==> src/rtl/fifo_umbral_pkg.sv <==
// rtl/fifo_umbral_pkg.sv - shared default sizes and width helper for fifo_umbral
package fifo_umbral_pkg;
  localparam int DEF_MEM_SIZE  = 8;
  localparam int DEF_WORD_SIZE = 12;
  localparam int DEF_PTR       = 3;

  // Occupancy must represent 0..MEM_SIZE inclusive, so one bit wider than a pointer.
  function automatic int cnt_width(input int ptr);
    return ptr + 1;
  endfunction
endpackage

==> src/rtl/fifo_mem.sv <==
// rtl/fifo_mem.sv - register file with sync write port and registered, clearable read port
module fifo_mem
  import fifo_umbral_pkg::*;
#(
  parameter int DEPTH = DEF_MEM_SIZE,
  parameter int WIDTH = DEF_WORD_SIZE,
  parameter int AW    = DEF_PTR
) (
  input  logic             clk,
  input  logic             rst_n,
  input  logic             wr_en,
  input  logic [AW-1:0]    wr_addr,
  input  logic [WIDTH-1:0] wr_data,
  input  logic             rd_en,
  input  logic [AW-1:0]    rd_addr,
  output logic [WIDTH-1:0] rd_data
);
  logic [WIDTH-1:0] mem [DEPTH];

  // Storage is deliberately not reset; only the output register is cleared.
  always_ff @(posedge clk) begin
    if (wr_en) mem[wr_addr] <= wr_data;
  end

  always_ff @(posedge clk or negedge rst_n) begin
    if (!rst_n)     rd_data <= '0;
    else if (rd_en) rd_data <= mem[rd_addr];
  end
endmodule

==> src/rtl/fifo_umbral.sv <==
// rtl/fifo_umbral.sv - synchronous FIFO with programmable almost-full/empty thresholds and sticky error
module fifo_umbral
  import fifo_umbral_pkg::*;
#(
  parameter int MEM_SIZE  = DEF_MEM_SIZE,
  parameter int WORD_SIZE = DEF_WORD_SIZE,
  parameter int PTR       = DEF_PTR
) (
  input  logic                 clk,
  input  logic                 reset,
  input  logic                 fifo_wr,
  input  logic                 fifo_rd,
  input  logic [PTR-1:0]       full_threshold,
  input  logic [PTR-1:0]       empty_threshold,
  input  logic [WORD_SIZE-1:0] fifo_data_in,
  output logic [WORD_SIZE-1:0] fifo_data_out,
  output logic                 fifo_full,
  output logic                 fifo_empty,
  output logic                 almost_full,
  output logic                 almost_empty,
  output logic                 error
);
  localparam int CNT_W = cnt_width(PTR);

  logic [PTR-1:0]   wr_ptr, rd_ptr;
  logic [CNT_W-1:0] count;
  logic             wr_ok, rd_ok;

  // A write into a full FIFO is still accepted when a read frees the slot this cycle.
  assign rd_ok = fifo_rd && (count != '0);
  assign wr_ok = fifo_wr && ((count < CNT_W'(MEM_SIZE)) || rd_ok);

  always_ff @(posedge clk or negedge reset) begin
    if (!reset) begin
      wr_ptr <= '0;
      rd_ptr <= '0;
      count  <= '0;
      error  <= 1'b0;
    end else begin
      if (wr_ok) wr_ptr <= wr_ptr + PTR'(1);
      if (rd_ok) rd_ptr <= rd_ptr + PTR'(1);
      case ({wr_ok, rd_ok})
        2'b10:   count <= count + CNT_W'(1);
        2'b01:   count <= count - CNT_W'(1);
        default: count <= count;
      endcase
      if ((fifo_wr && !wr_ok) || (fifo_rd && !rd_ok)) error <= 1'b1;
    end
  end

  fifo_mem #(
    .DEPTH (MEM_SIZE),
    .WIDTH (WORD_SIZE),
    .AW    (PTR)
  ) u_mem (
    .clk     (clk),
    .rst_n   (reset),
    .wr_en   (wr_ok),
    .wr_addr (wr_ptr),
    .wr_data (fifo_data_in),
    .rd_en   (rd_ok),
    .rd_addr (rd_ptr),
    .rd_data (fifo_data_out)
  );

  assign fifo_full    = (count == CNT_W'(MEM_SIZE));
  assign fifo_empty   = (count == '0);
  assign almost_full  = (count >= {1'b0, full_threshold}) && !fifo_full;
  assign almost_empty = (count <= {1'b0, empty_threshold}) && !fifo_empty;
endmodule
==> config.mk <==
export PLATFORM = sky130hd
export DESIGN_NAME = fifo_umbral
export DESIGN_NICKNAME = d
export VERILOG_FILES = /design/src/rtl/fifo_umbral_pkg.sv /design/src/rtl/fifo_mem.sv /design/src/rtl/fifo_umbral.sv
export SDC_FILE = /design/constraint.sdc
export NUM_CORES = 1
export LEC_CHECK = 0
export CELL_PAD_IN_SITES_DETAIL_PLACEMENT = 1
export CELL_PAD_IN_SITES_GLOBAL_PLACEMENT = 1
export CORE_MARGIN = 2
export CORE_UTILIZATION = 45
export CTS_CLUSTER_SIZE = 10
export DETAILED_ROUTE_END_ITERATION = 8
export GPL_TIMING_DRIVEN = 0
export PLACE_DENSITY_LB_ADDON = 0.1
export SLEW_MARGIN = 20
export SYNTH_ARGS = -nofsm -noshare
export SYNTH_HDL_FRONTEND = slang
export SYNTH_HIERARCHICAL = 1
export SYNTH_SLANG_ARGS = --single-unit
==> constraint.sdc <==
create_clock -name clk -period 2.6 [get_ports clk]
set_input_delay 0.39 -clock clk [delete_from_list [all_inputs] [get_ports clk]]
set_output_delay 0.39 -clock clk [all_outputs]
set_load 0.01 [all_outputs]
==> results of run 1 <==
-- cells by family (layout without fill, tap and decap cells) --
kind of cell,after synthesis,count (layout),synth area share
flops,119,119,0.687
simple gates,72,72,0.0840
compound gates,47,47,0.0753
mux,38,38,0.0761
buf+inv,25,101,0.0345
fa+ha+maj,11,11,0.0273
xor+xnor,9,9,0.0157
-- registers in the layout (all words and copies together), names as in the netlist --
signal,cells
rd_ptr,3
error,1
count,4
u_mem/mem,96
wr_ptr,3
u_mem/rd_data,12
-- Yosys cell counts --
library cell / count
nand2_1: 9
nand2_2: 1
and2b_1: 5
and4b_1: 1
mux2i_1: 36
xor2_1: 4
nand2b_1: 5
buf_2: 3
buf_12: 1
a21oi_1: 4
nand3_1: 12
a211o_1: 12
buf_8: 1
a21boi_0: 1
a31oi_1: 2
and2_1: 1
clkbuf_4: 1
nor3_2: 1
nor4_4: 1
inv_1: 9
a41o_1: 12
nand2b_2: 1
edfxtp_1: 96
and2b_2: 1
nor3_1: 3
ha_1: 11
dfrtp_1: 23
inv_2: 1
a22oi_1: 12
buf_4: 2
nor2b_1: 21
buf_6: 5
nor2_1: 9
clkbuf_1: 2
xnor2_1: 5
a32oi_1: 1
mux2_2: 2
and3b_1: 1
o21ai_0: 3
-- power breakdown --
group | total [W] | internal (W) | switching (W)
logic | 0.00244 | 0.00111 | 0.00134
clock network | 0.00253 | 0.00170 | 0.000826
registers | 0.00270 | 0.00246 | 0.000243
-- layout by cell type, fill, tap and decap left out, types with 6 or more instances in the layout --
cell type / synthesis / final
buf_4: 2 / 7
edfxtp_1: 96 / 96
ha_1: 11 / 10
inv_1: 9 / 9
nand3_1: 12 / 12
clkdlybuf4s50_1: 0 / 35
clkbuf_16: 0 / 16
nor2_2: 0 / 6
mux2i_1: 36 / 36
nor2b_1: 21 / 21
dfrtp_1: 23 / 21
a22oi_1: 12 / 12
a41o_1: 12 / 12
nand2_1: 9 / 9
a211o_1: 12 / 12
-- per-stage QoR --
stage | power, W | area, um^2
floorplan | 0.00420 | 5030
global placement | 0.00501 | 5590
detailed placement | 0.00515 | 5630
CTS | 0.00772 | 6300
global route | 0.00804 | 6300
finish | 0.00767 | 6300
-- worst reg2reg max path, stage by stage (launching register included) --
cell and delay, ns:
dfrtp_1 0.56, nor4_4 0.06, nand2b_2 0.22, inv_2 0.21
clkbuf_1 0.67, buf_2 0.43, a41o_1 0.23
-- timing repair --
| item | CTS | global route |
|---|---|---|
| hold endpoints to repair | 23 | 0 |
| gates resized for setup | 4 | 1 |
| gates cloned | 0 | 0 |
| endpoints found under the setup margin | 2 | 1 |
| buffers inserted | 2 | 0 |
| hold buffers | 1 | 0 |
-- path summary, 6_finish.rpt --
check | from | end | cells after the start
setup / recovery | count[1] | fifo_full | 4
hold reg to reg | error | error | 2
hold / removal | reset | u_mem/rd_data[7] | 2
max in group asynchronous | reset | count[0] | 2
setup reg to reg | count[2] | u_mem/rd_data[4] | 6
min in group clk | error | error | 2
-- routing by layer --
layer	global-route usage	up-vias	routed length [um]
li1	-	1357	-
met1	0.308	1568	5620
met2	0.370	83	6120
met3	0.0492	20	456
met4	0.0696	0	177
met5	0	-	0
-- cell type report --
cell class / count / area (um^2)
Timing Repair Buffer: 44 / 420
Multi-Input combinational cell: 177 / 1430
Sequential cell: 119 / 3460
Inverter: 10 / 37.5
Fill cell: 1036 / 4580
Buffer: 15 / 136
Clock buffer: 20 / 445
Tap cell: 140 / 175
Clock inverter: 12 / 199
==> summary.txt, run 1 <==
Critical path
  – Critical path class: register to output pin
  – Worst setup SP type: register
  – Buf/Inv on CP: 2
  – Crit-path max cell delay: approximately 0.54 ns
  – Top delay family on crit path: buffers and inverters
  – Data arrival, critical path: 2.09 ns
  – R2R Setup Slk: 0.16 ns
  – Required @ worst endpoint: 2.21 ns
  – Crit. End Element: output pin
  – Crit-path max FO: 4
  – Slowest-stage cell, CP: clkdlybuf4s50_1
  – CP Cell Sequence: buf_4, nor3_2, and2_1, clkdlybuf4s50_1

Worst hold path
  – Worst Hold Class: input pin to asynchronous set/reset pin

Job
  – Max Cap Violations: 0

Logic synthesis
  – Synth Net Count: 354
  – Unique cell type count in the Yosys netlist: 39
  – Sequential area share after synthesis: 0.687
  – Synth warn: 6
  – Mapped Area: 5030 um^2
  – Post-synthesis average cell area: 15.7 um^2
  – FF+latch count, synth: 119
  – Synth top area share: 0.573
  – Synth area leaders: edfxtp_1 57%, dfrtp_1 11%, mux2i_1 7.2%, ha_1 2.7%, nor2b_1 2.6%
  – Cell count after synthesis: 321
  – Area leader, netlist: edfxtp_1

Timing
  – Period utilisation layout: 0.952
  – Fmax: 404 MHz
  – Sum Neg Setup Slack: 0 ns
  – Final hold vios: 0
  – RSZ-0062 raised after global routing: no
  – Endpoints failing setup: 0
  – Worst-Margin Slew: 0.944 ns
  – Pins over their slew limit: 0
  – Hold WS: 0.436 ns
  – Minimum clock period: 2.48 ns
  – Max_slew headroom: 0.370
  – Post-route setup slack: about 0.12 ns
  – Final Skew: 0.00971 ns

Global route
  – Largest net degree at the start of global routing: 24
  – Total track usage: 0.228
  – First-pass GRT wire length: roughly 19 mm
  – Initial antenna violation count: 0
  – Gr ovfl total: 0
  – Number of global-route vias before repair: 3223

Routing
  – Via/cell ratio: 5.64
  – Total iterations of the first detailed-routing run: 4
  – Routed Antenna Nets: 0
  – Vias: 3028
  – Avg WL per Cell: 23.0 um
  – Final WL: 12.4 mm
  – DRC violations left: 0
  – DRT iter0 DRCs: ~160

Power
  – Power Density: 1220 nW/um^2
  – LEAKAGE: 2.40 nW
  – Peak VDD IR: 527 uV

Place
  – Cells after DPL: 502
  – DP HPWL: 7.39 mm
  – Port bufs: 38
  – RePlAce Congestion: 0.723
  – Placement Setup Slack: -0.140 ns

Final layout
  – Final Util: 0.579
  – Cell Count, Final, Fillers Out: between 500 and 600
  – Area Overhead vs Synth: 25.2%
  – Ant diodes: 0
  – Total Nets Final: 417
  – Layout cell share with drive strength beyond 1: 0.174

Floorplan
  – Chip height: around 110 um
  – Initial Util: 0.462
  – Die W: about 110 um
  – Row Count: 38
  – Core area: 10900 um^2
  – Ports: 39
  – Die area: 12000 um^2

Status
  – Status: completed

Clock network
  – Root buf cell: clkbuf_8
  – Sink Count: ~120
  – Clock buffer depth: 2
  – Max H-tree Level: 4
  – Num CTS Buffers: 17
  – Worst-Skew Late Latency: 0.52 ns
  – TritonCTS clock tree: yes
  – Clock slew at reported path FFs: 0.06 ns
(Power assumes the default switching activity.)
==> inputs of run 2 (changes only) <==
- ABC_CLOCK_PERIOD_IN_PS: unset -> 2600
==> results of run 2 <==
The final DEF is identical to that of run 1; final timing and power are the same.
==> inputs of run 3 (changes only) <==
--- a/config.mk
+++ b/config.mk
@@ -9,4 +9,5 @@
 export CELL_PAD_IN_SITES_DETAIL_PLACEMENT = 1
 export CELL_PAD_IN_SITES_GLOBAL_PLACEMENT = 1
+export CORE_ASPECT_RATIO = 0.6
 export CORE_MARGIN = 2
 export CORE_UTILIZATION = 45
==> constraint.sdc (replaced) <==
create_clock -name clk -period 2.6 [get_ports clk]
set_input_delay 0.26 -clock clk [delete_from_list [all_inputs] [get_ports clk]]
set_output_delay 0.26 -clock clk [all_outputs]
set_load 0.01 [all_outputs]
==> summary.txt, run 3 (synthesis gave the netlist of run 1 again) <==
Timing
  – Final hold vios: 0
  – Final Skew: 0.00892 ns
  – Post-route setup slack: 0.131 ns
  – Worst-Margin Slew: approximately 0.91 ns
  – Max_slew headroom: 0.395
  – Period utilisation layout: 0.950
  – Endpoints failing setup: 0
  – Fmax: ~400 MHz
  – RSZ-0062 raised after global routing: no
  – Minimum clock period: 2.47 ns
  – Hold WS: 0.437 ns
  – Pins over their slew limit: 0

Worst hold path
  – Worst Hold Class: input pin to asynchronous set/reset pin

Power
  – Total power: ~0.0075 W
  – LEAKAGE: 2.41 nW
  – Peak VDD IR: 612 uV
  – Power Density: 1190 nW/um^2

Critical path
  – Crit-path max cell delay: 0.45 ns
  – Required @ worst endpoint: 2.88 ns
  – Data arrival, critical path: 2.75 ns
  – Critical path class: register to register
  – Crit path top cell by count: xor2_1
  – Worst setup SP type: register
  – CP Cell Sequence: buf_4, nor4_4, nand2b_4, inv_2, ha_2, xor2_1, ha_1, a21oi_1, xor2_1, nor2_1, xor2_1
  – Top delay family on crit path: simple AND/OR/NAND/NOR gates
  – Slowest-stage cell, CP: dfrtp_2
  – Crit. End Element: register
  – Crit-path max FO: 10
  – Buf/Inv on CP: 2

Place
  – DP Area: 5650 um^2
  – RePlAce Congestion: between 0.7 and 0.8
  – Port bufs: 38
  – Placement Setup Slack: 0.00694 ns
  – DP HPWL: 8.07 mm

Final layout
  – Ant diodes: 0
  – Total Nets Final: between 400 and 500
  – Final instance area: 6260 um^2
  – Area Overhead vs Synth: 24.4%
  – Largest Register: u_mem/mem
  – Max reg flops: 96
  – Layout cell share with drive strength beyond 1: 0.166
  – Largest regs: u_mem/mem x96, u_mem/rd_data x12, count x4
  – Commonest cells after routing, fill and taps aside: 96 x edfxtp_1, 36 x mux2i_1, 35 x clkdlybuf4s50_1
  – Multi-input logic area: 1430 um^2
  – Fill cells: 1003
  – Final Util: 0.583
  – Most common cell after layout, fill and taps aside: edfxtp_1
  – Storage cell area: 3460 um^2

Routing
  – Total iterations of the first detailed-routing run: 4
  – Routed Antenna Nets: 0
  – Final WL: between 10 and 15 mm
  – Via/cell ratio: 5.64
  – Vias: 3028
  – Avg WL per Cell: 24.1 um
  – DRT iter0 DRCs: 225
  – DRC violations left: 0

Clock network
  – Clock slew at reported path FFs: approximately 0.05 ns
  – TritonCTS clock tree: yes
  – Root buf cell: clkbuf_16
  – Worst-Skew Late Latency: roughly 0.4 ns
  – Sink Count: 119
  – Max H-tree Level: 4
  – Num CTS Buffers: 17
  – Clock buffer depth: 2

Global route
  – Gr ovfl total: 0
  – Largest net degree at the start of global routing: 24
  – Total track usage: 0.231
  – Initial antenna violation count: 0
  – First-pass GRT wire length: about 20 mm
  – Number of global-route vias before repair: 3325

Floorplan
  – Chip height: 85.9 um
  – Initial Util: 0.469
  – Die W: roughly 140 um
  – Row Count: 29
  – Die area: 12100 um^2
  – Core area: 10700 um^2
  – Ports: 39

Status
  – Status: completed

Job
  – Max Cap Violations: 0
[run 3: changes by cell type in the layout (fill, tap and decap cells not counted), sizes merged]
cell	delta
clkbuf	-3
buf	+2
bufinv	-2
clkinv	+7
clkinvlp	-3
dlygate4sd2	-2
dlymetal6s2s	+2
[run 3: layer usage]
| metal | track usage | vias to the layer above | routed length [um] |
|---|---|---|---|
| li1 | - | 1363 | - |
| met1 | 0.326 | 1587 | 6300 |
| met2 | 0.355 | 69 | 5930 |
| met3 | 0.0620 | 9 | 589 |
| met4 | 0.0764 | 0 | 97 |
| met5 | 0 | - | 0 |
[run 3: layout make-up]
cell class / instances / area share
sequential: 119 / 0.553
multi-input combinational: 177 / 0.229
timing repair buffer: 46 / 0.0725
clock buffer: 17 / 0.0679
tap: 139 / 0.0278
clock inverter: 14 / 0.0224
buffer: 15 / 0.0220
inverter: 10 / 0.00599
[run 3: power by group]
| part | switching (W) | total, W | internal (W) |
|---|---|---|---|
| registers | 0.000269 | 0.00273 | 0.00246 |
| logic | 0.00135 | 0.00249 | 0.00114 |
| clock network | 0.000792 | 0.00226 | 0.00147 |
| total | 0.00241 | 0.00748 | 0.00506 |
[run 3: final timing paths]
kind | endpoint | startpoint | slack [ns] | depth (start not counted)
worst max-delay path | count[2] | count[1] | 0.13 | 11
worst min-delay path | count[0] | reset | 0.44 | 2
worst max register to register | count[2] | count[1] | 0.13 | 11
worst min register to register | error | error | 0.48 | 2
max in group asynchronous | count[1] | reset | 1.67 | 2
min in group clk | error | error | 0.48 | 2
[run 3: per-stage QoR]
stage / cells / TNS (ns)
after floorplan: 321 / 0
after CTS: 536 / 0
after global placement: 498 / -36.76
final: 537 / 0
after detailed placement: 502 / 0
after global routing: 537 / 0
[run 3: timing repair]
| item | 4_1_cts | 5_1_grt |
|---|---|---|
| resized for setup | 2 | 7 |
| endpoints found under the setup margin | 9 | 13 |
| buffers inserted | 2 | 1 |
| hold endpoints to repair | 23 | 0 |
| hold buffers | 1 | 0 |
